--- src/rtl/s2c_call_arb.sv ---
// Round-robin arbiter sharing one SV-to-C call channel between NREQ requesters.
// Optional WAIT-state watchdog is enabled by defining S2C_TIMEOUT_EN.
module s2c_call_arb #(
  parameter int          NREQ        = 4,
  parameter int unsigned ID_BASE     = 0,
  parameter int          DATA_SIZE   = 16,
  parameter int          TIMEOUT_CYC = 1024,
  localparam int         IW          = $clog2(DATA_SIZE),
  localparam int         GW          = $clog2(NREQ)
) (
  input  logic               clk,
  input  logic               rst_n,
  input  logic [NREQ-1:0]    rq_valid,
  output logic [NREQ-1:0]    rq_ready,
  input  logic [NREQ*32-1:0] rq_fn,
  output logic               dn_valid,
  input  logic               dn_ready,
  output logic [31:0]        dn_id,
  output logic [31:0]        dn_fn,
  input  logic               up_valid,
  input  logic [31:0]        up_ret,
  input  logic [31:0]        up_data,
  input  logic               up_last,
  output logic [NREQ-1:0]    rs_valid,
  output logic [31:0]        rs_ret,
  output logic [31:0]        rs_data,
  output logic [IW-1:0]      rs_idx,
  output logic               rs_last,
  output logic               busy,
  output logic               timeout
);

  typedef enum logic [1:0] {S_IDLE, S_ISSUE, S_WAIT} state_t;

  state_t          state, state_nxt;
  logic [GW-1:0]   rr_ptr, g, g_sel, g_next;
  logic            found;
  logic [31:0]     fn_q, id_q;
  logic [IW-1:0]   cnt;
  logic            beat_end;
  logic [NREQ-1:0] g_onehot, sel_onehot;
  logic            abort;

`ifdef S2C_TIMEOUT_EN
  logic [31:0]     wd;
  logic            timeout_q;
  assign abort   = (state == S_WAIT) && !up_valid && (wd == 32'(TIMEOUT_CYC - 1));
  assign timeout = timeout_q;
`else
  assign abort   = 1'b0;
  assign timeout = 1'b0;
`endif

  // Rotating priority search starting at rr_ptr.
  // NOTE: every variable written here gets a default first so no latch is inferred.
  always_comb begin
    int idx;
    found = 1'b0;
    g_sel = '0;
    idx   = 0;
    for (int k = 0; k < NREQ; k++) begin
      idx = int'(rr_ptr) + k;
      if (idx >= NREQ) idx = idx - NREQ;
      if (!found && rq_valid[idx]) begin
        found = 1'b1;
        g_sel = GW'(idx);
      end
    end
  end

  assign sel_onehot = {{(NREQ-1){1'b0}}, 1'b1} << g_sel;
  assign g_onehot   = {{(NREQ-1){1'b0}}, 1'b1} << g;
  assign g_next     = (g == GW'(NREQ - 1)) ? '0 : g + 1'b1;
  assign beat_end   = up_last || (cnt == IW'(DATA_SIZE - 1));

  assign rq_ready = (state == S_IDLE && found) ? sel_onehot : '0;
  assign dn_valid = (state == S_ISSUE);
  assign dn_id    = id_q;
  assign dn_fn    = fn_q;
  assign busy     = (state != S_IDLE);

  always_comb begin
    state_nxt = state;
    case (state)
      S_IDLE:  if (found) state_nxt = S_ISSUE;
      S_ISSUE: if (dn_ready) state_nxt = S_WAIT;
      S_WAIT:  if ((up_valid && beat_end) || abort) state_nxt = S_IDLE;
      default: state_nxt = S_IDLE;
    endcase
  end

  // NOTE: sequential state uses non-blocking assignments only, so all registers update from pre-edge values.
  always_ff @(posedge clk or negedge rst_n) begin
    if (!rst_n) begin
      state    <= S_IDLE;
      rr_ptr   <= '0;
      g        <= '0;
      fn_q     <= '0;
      id_q     <= '0;
      cnt      <= '0;
      rs_valid <= '0;
      rs_ret   <= '0;
      rs_data  <= '0;
      rs_idx   <= '0;
      rs_last  <= 1'b0;
`ifdef S2C_TIMEOUT_EN
      wd        <= '0;
      timeout_q <= 1'b0;
`endif
    end else begin
      state    <= state_nxt;
      rs_valid <= '0;
      rs_last  <= 1'b0;
`ifdef S2C_TIMEOUT_EN
      timeout_q <= 1'b0;
`endif
      case (state)
        S_IDLE: if (found) begin
          g    <= g_sel;
          fn_q <= rq_fn[32*g_sel +: 32];
          id_q <= ID_BASE + 32'(g_sel);
        end
        S_ISSUE: if (dn_ready) begin
          cnt <= '0;
`ifdef S2C_TIMEOUT_EN
          wd  <= '0;
`endif
        end
        S_WAIT: begin
          if (up_valid) begin
            rs_valid <= g_onehot;
            rs_data  <= up_data;
            rs_idx   <= cnt;
            rs_last  <= beat_end;
            if (cnt == '0) rs_ret <= up_ret;
            cnt <= cnt + 1'b1;
            if (beat_end) rr_ptr <= g_next;
`ifdef S2C_TIMEOUT_EN
            wd <= '0;
          end else if (abort) begin
            // Synthesised error beat so the requester is not left waiting forever.
            rs_valid  <= g_onehot;
            rs_ret    <= 32'hFFFF_FFFF;
            rs_data   <= '0;
            rs_idx    <= cnt;
            rs_last   <= 1'b1;
            timeout_q <= 1'b1;
            rr_ptr    <= g_next;
          end else begin
            wd <= wd + 1'b1;
`endif
          end
        end
        default: ;
      endcase
    end
  end

endmodule

--- config.mk ---
export PLATFORM = sky130hd
export DESIGN_NAME = s2c_call_arb
export DESIGN_NICKNAME = d
export VERILOG_FILES = /design/src/rtl/s2c_call_arb.sv
export SDC_FILE = /design/constraint.sdc
export NUM_CORES = 1
export LEC_CHECK = 0
export CAP_MARGIN = 20
export CORE_AREA = 2 2 134 136
export CTS_CLUSTER_DIAMETER = 40
export DETAILED_ROUTE_END_ITERATION = 10
export DIE_AREA = 0 0 136 138
export GPL_ROUTABILITY_DRIVEN = 0
export PLACE_DENSITY = 0.73
export SYNTH_ARGS = -nofsm -noshare
export SYNTH_HDL_FRONTEND = slang
export SYNTH_SLANG_ARGS = --single-unit
--- constraint.sdc ---
create_clock -name clk -period 2.5 [get_ports clk]
set_clock_uncertainty 0.05 [all_clocks]
set_input_delay 0.625 -clock clk [delete_from_list [all_inputs] [get_ports clk]]
set_output_delay 0.625 -clock clk [all_outputs]
set_load 0.01 [all_outputs]
# Word-level counts from Yosys, hierarchy flattened
# Index checks and enable logic that the tools add are counted.
# totals
latchBits	0
inputBits	201
mem_count	0
output_inout_bits	144
register_bits	115
ram_bits	0
mem_bits_ro	0
# op_classes
mux	37
magnitude_cmp	8
div_mod_pow	0
bitwise	0
n_reduce_logical	19
n_addsub	9
n_shift	3
n_eq_ne	8
mul	0
# op_table
operator	n
< comparator 32 x 4 -> 1 bit (second input constant)	4
2-to-1 mux 32 bit	4
variable part select 128 x 8 -> 32 bit	1
2-to-1 mux 4 bit	5
2-to-1 mux 2 bit	8
2-to-1 mux 1 bit	14
AND reduction 3 bit	4
subtractor 3 x 3 -> 4 bit (second input constant)	3
greater-or-equal comparator 3 bit (second input constant)	3
binary-select mux 1 bit (select 2 bit)	4
case mux 4 bit (2 select lines)	1
left shift 1 x 2 -> 4 bit (first input constant)	2
adder 2 x 2 -> 3 bit (second input constant)	2
inequality test 2 bit (second input constant)	3
case mux 2 bit (3 select lines)	1
logical AND 1 bit	5
adder 4 x 1 -> 4 bit (second input constant)	1
== test 2 bit (second input constant)	2
== test 4 bit (second input constant)	1
logical NOT 4 bit	1
AND reduction 2 bit	2
nonzero test 2 bit	2
subtractor 2 x 3 -> 4 bit (second input constant)	1
adder 2 x 1 -> 3 bit (second input constant)	1
7 further kinds	9

# Longest topological paths before layout
# logic_depth
depth_word	17
mapped_depth	6
depth_no_buf	5

# Least setup slack after synthesis
# No wires, ideal clock.
# synth_path
path_type	input to output
start	input rq_valid[1]
end	output rq_ready[3]
arrival_ns	1.651
path_buffers	2
cell_stages	6
path_slack_ns	0.174
required_time_ns	1.825
cell_sequence	nor3b_1 a211oi_1 or3_1 buf_6 buf_8 nor2_1
# synth_between
elab_chain_len	15
elab_cells_between_ends	29
# synth_rtl
element	line	text
start, declared	13	input logic [NREQ-1:0] rq_valid,
binary-select mux 1 bit (select 2 bit)	64	if (!found && rq_valid[idx]) begin
2-to-1 mux 1 bit (implied by the code) (2 in series)	64	
2-to-1 mux 1 bit	64	
logical NOT 1 bit	64	
logical AND 1 bit	64	
2-to-1 mux 1 bit	64	
logical NOT 1 bit	64	
logical AND 1 bit	64	
2-to-1 mux 1 bit	64	
logical NOT 1 bit	64	
logical AND 1 bit	64	
2-to-1 mux 2 bit / 2-to-1 mux 1 bit (equally long branches)	64	
left shift 1 x 2 -> 4 bit / logical AND 1 bit (equally long branches)	71, 76	
2-to-1 mux 4 bit *	76	assign rq_ready = (state == S_IDLE && found) ? sel_onehot : '0;
end, declared	14	output logic [NREQ-1:0] rq_ready,
# Mark *: on every way between the ends. The rest lies on a longest branch, timed or not. The select of a mux whose other input is x is not followed.

# Final worst setup path
# layout_path
start	register state[0]
end	output rq_ready[2]
# layout_between
elab_chain_len	3
# layout_rtl
element	line	text
start, declared	35	state_t state, state_nxt;
start signal, assigned	111	state <= state_nxt;
logical NOT 2 bit	76	
logical AND 1 bit	76	
2-to-1 mux 4 bit	76	
# No other way between the ends.

==> insert_results.sql <==
INSERT INTO impl_metrics (metric_group, metric, value, unit) VALUES
('status', 'status', 'complete, but fails checks', ''),
('status', 'failed_checks', 'setup timing', ''),
('global_route', 'grt_pass1_wl', '26000', 'um'),
('layout', 'post-route-util', '55.5', '%'),
('worst_setup_path', 'cpLargestDelayFamily', 'simple AND/OR/NAND/NOR gates', ''),
('worst_setup_path', 'r2r_slack', '550', 'ps'),
('worst_setup_path', 'category_of_the_worst_setup_path_launch_point', 'flip-flop', ''),
('global_route', 'grt_pass1_vias', '4859', ''),
('logic_synthesis', 'mappedNetlistArea', '5750', 'um2'),
('logic_synthesis', 'ys_top_cells_by_count', 'sky130_fd_sc_hd__nand2_1 (144), sky130_fd_sc_hd__dfrtp_1 (115), sky130_fd_sc_hd__mux2i_1 (65)', ''),
('min_path', 'min-delay-path-class', 'input port to async pin', ''),
('detailed_routing', 'wire_per_inst', '15.8', 'um'),
('worst_setup_path', 'path_buf_inv', '1', ''),
('logic_synthesis', 'synth_most_common_cell', 'sky130_fd_sc_hd__nand2_1', ''),
('global_route', 'grt_antenna_before_repair', '0', ''),
('logic_synthesis', 'synth-warning-count', '0', ''),
('logic_synthesis', 'synthDominantAreaCellType', 'sky130_fd_sc_hd__dfrtp_1', ''),
('worst_setup_path', 'worst_r2r_path_cells', '8', ''),
('clock_network', 'cts-root-buf', 'sky130_fd_sc_hd__clkbuf_16', ''),
('logic_synthesis', 'post_synth_num_cell_types', '40', ''),
('floorplanning', 'pin_count', '345', ''),
('layout', 'post_route_cells_drive_above_1_share', '16.1', '%'),
('worst_setup_path', 'worstPathRequired', '1820', 'ps'),
('layout', 'filler_cell_count', '1589', ''),
('power', 'ir_drop', '0.547', 'mV'),
('layout', 'instances_no_fill', '1087', ''),
('power', 'power_per_cell_area', '1110', 'nW/um2'),
('detailed_routing', 'drt-vias-per-instance', '4.49', ''),
('power', 'totalPowerFinal', '10.8', 'mW'),
('worst_setup_path', 'critical_path.reg2reg.startpoint', 'rr_ptr[0]$_DFFE_PN0P_', ''),
('layout', 'flow.area_growth_from_synthesis', '69.1', '%'),
('logic_synthesis', 'synth_area_leaders', 'sky130_fd_sc_hd__dfrtp_1 (50%), sky130_fd_sc_hd__mux2i_1 (11%), sky130_fd_sc_hd__nand2_1 (9.4%), sky130_fd_sc_hd__o221ai_2 (7.0%), sky130_fd_sc_hd__mux2_2 (6.1%)', ''),
('sta', 'final_hold_fails', '0', ''),
('detailed_routing', 'drt-pass1-iter-count', '4', ''),
('worst_setup_path', 'crit_slowest_cell', 'sky130_fd_sc_hd__or3_4', ''),
('clock_network', 'clock-sinks', '115', ''),
('placed_design', 'dp_hpwl', '13000', 'um'),
('sta', 'maxSlewHeadroom', '62.0', '%'),
('global_route', 'grt_max_degree', '66', ''),
('worst_setup_path', 'critical_path.reg2reg.endpoint', 'dn_fn[31]$_DFFE_PN0P_', ''),
('clock_network', 'cts.reportedPaths.clkPinSlew', '60', 'ps'),
('clock_network', 'ctsLongestPathBuffers', '2', ''),
('detailed_routing', 'drc_markers', '0', ''),
('layout', 'antenna_cells', '0', ''),
('detailed_routing', 'route.antenna.remaining_nets', '0', ''),
('sta', 'rsz0062_at_grt', 'yes', ''),
('global_route', 'grt_usage', '18.1', '%'),
('clock_network', 'tritoncts.num_buffers', '17', ''),
('flow_run', 'max_capacitance_violation_count', '0', ''),
('placed_design', 'dpl_cell_area', '9160', 'um2'),
('sta', 'setup_viol', '2', ''),
('sta', 'finalWorstSetupSlack', '-47.2', 'ps'),
('global_route', 'grt-ovfl-total', '0', ''),
('logic_synthesis', 'ys_seq_elements', '115', ''),
('floorplanning', 'floorplan.die.width', '136', 'um'),
('floorplanning', 'start_util', '32.8', '%'),
('floorplanning', 'core', '17500', 'um2'),
('detailed_routing', 'wl', '17100', 'um'),
('floorplanning', 'floorplan.die.height', '138', 'um'),
('sta', 'maximum_frequency_from_static_timing_analysis', '393', 'MHz'),
('sta', 'final_period_minus_worst_setup_slack', '2550', 'ps'),
('logic_synthesis', 'synthDominantCellAreaShare', '50.0', '%'),
('detailed_routing', 'num_vias', '4883', ''),
('sta', 'least_margin_pin_slew', '569', 'ps'),
('placed_design', 'numPlacedInstances', '1055', ''),
('logic_synthesis', 'synthesis.instances', '511', ''),
('worst_setup_path', 'critical_path_arrival', '1870', 'ps'),
('clock_network', 'htree_levels', '4', ''),
('sta', 'period_share', '102', '%'),
('logic_synthesis', 'number_of_enable_flip_flop_cells_after_synthesis', '0', ''),
('worst_setup_path', 'cp_endpoint_kind', 'output pin', '');
==> layer usage <==
| layer | up-vias | GRT usage (%) | share of wire [%] |
|---|---|---|---|
| met2 | 172 | 30.2 | 50 |
| met4 | 0 | 7.02 | 2.6 |
| met3 | 29 | 5.50 | 6.8 |
| li1 | 2369 | - | - |
| met5 | - | 0 | 0 |
| met1 | 2313 | 21.7 | 41 |
==> registers in the layout, indices dropped and copies added, names as in the netlist <==
name	count
rs_data	32
rr_ptr	2
dn_fn	32
rs_idx	4
cnt	4
rs_valid	4
dn_id	2
rs_ret	32
rs_last	1
state	2
==> worst max-delay path by stage <==
| stage | slack (ps) | start | cells after the start | end |
|---|---|---|---|---|
| 2_1_floorplan | 170 | rq_valid[1] | 6 | rq_ready[3] |
| 3_3_place_gp | -840 | rq_valid[3] | 6 | rq_ready[3] |
| 3_5_place_dp | -840 | rq_valid[3] | 6 | rq_ready[3] |
| 4_1_cts | -100 | state[0]$_DFFE_PN0P_ | 5 | rq_ready[2] |
| 5_1_grt | -110 | state[0]$_DFFE_PN0P_ | 5 | rq_ready[2] |
| 6_report | -50 | state[0]$_DFFE_PN0P_ | 5 | rq_ready[2] |
==> layout make-up <==
| class | count | area [um2] | area share, % |
|---|---|---|---|
| clock buffer | 19 | 443 | 4.55 |
| clock inverter | 12 | 109 | 1.12 |
| inverter | 7 | 26.3 | 0.270 |
| multi-input combinational | 359 | 2550 | 26.2 |
| sequential | 115 | 2880 | 29.6 |
| tap | 229 | 287 | 2.94 |
| timing repair buffer | 346 | 3440 | 35.3 |
==> layout by cell type, fill, tap and decap left out, types with 2 or more instances in the layout <==
cell type and count:
sky130_fd_sc_hd__clkdlybuf4s50_1 304, sky130_fd_sc_hd__nand2_1 143, sky130_fd_sc_hd__dfrtp_1 115, sky130_fd_sc_hd__mux2i_1 65
sky130_fd_sc_hd__mux2_2 31, sky130_fd_sc_hd__conb_1 31, sky130_fd_sc_hd__buf_4 31, sky130_fd_sc_hd__o221ai_2 27
sky130_fd_sc_hd__clkbuf_16 17, sky130_fd_sc_hd__nor2_1 9, sky130_fd_sc_hd__inv_1 7, sky130_fd_sc_hd__ha_1 6
sky130_fd_sc_hd__buf_12 6, sky130_fd_sc_hd__o21ai_0 5, sky130_fd_sc_hd__o221ai_1 5, sky130_fd_sc_hd__and3_1 4
sky130_fd_sc_hd__clkinv_2 4, sky130_fd_sc_hd__dlygate4sd2_1 4, sky130_fd_sc_hd__a21o_1 3, sky130_fd_sc_hd__nor2_2 3
sky130_fd_sc_hd__mux2_1 3, sky130_fd_sc_hd__clkinv_4 3, sky130_fd_sc_hd__nand2b_1 2, sky130_fd_sc_hd__a21oi_2 2
sky130_fd_sc_hd__xor2_1 2, sky130_fd_sc_hd__clkinvlp_4 2, sky130_fd_sc_hd__inv_6 2
==> kinds of logic after synthesis <==
kind of cell / Yosys count / share of synthesized area (%)
AND/OR/NAND/NOR: 171 / 11.9
flip-flops: 115 / 50.0
multiplexers: 99 / 18.0
buffers and inverters: 67 / 8.16
AO/OA/AOI/OAI: 50 / 10.3
adder cells (fa/ha/maj): 6 / 1.30
XOR/XNOR: 2 / 0.305
other: 1 / 0.0652
==> metrics by stage <==
stage	hold WS, ps	TNS (ps)
3_5_place_dp	412	-9680
6_report	42.4	-71.3
5_1_grt	42.2	-238
3_3_place_gp	407	-9950
2_1_floorplan	279	0
4_1_cts	27.0	-192
==> power by group <==
| group | switching, mW | internal, mW |
|---|---|---|
| logic | 2.41 | 3.01 |
| clock network | 0.889 | 1.39 |
| registers | 0.441 | 2.71 |
==> what timing repair did <==
action	CTS	global route
gates resized for setup	26	5
hold buffers	0	0
setup buffers	1	0
setup endpoints to repair	4	4
pin swaps	3	3
Power figures use the tool's default switching activity.
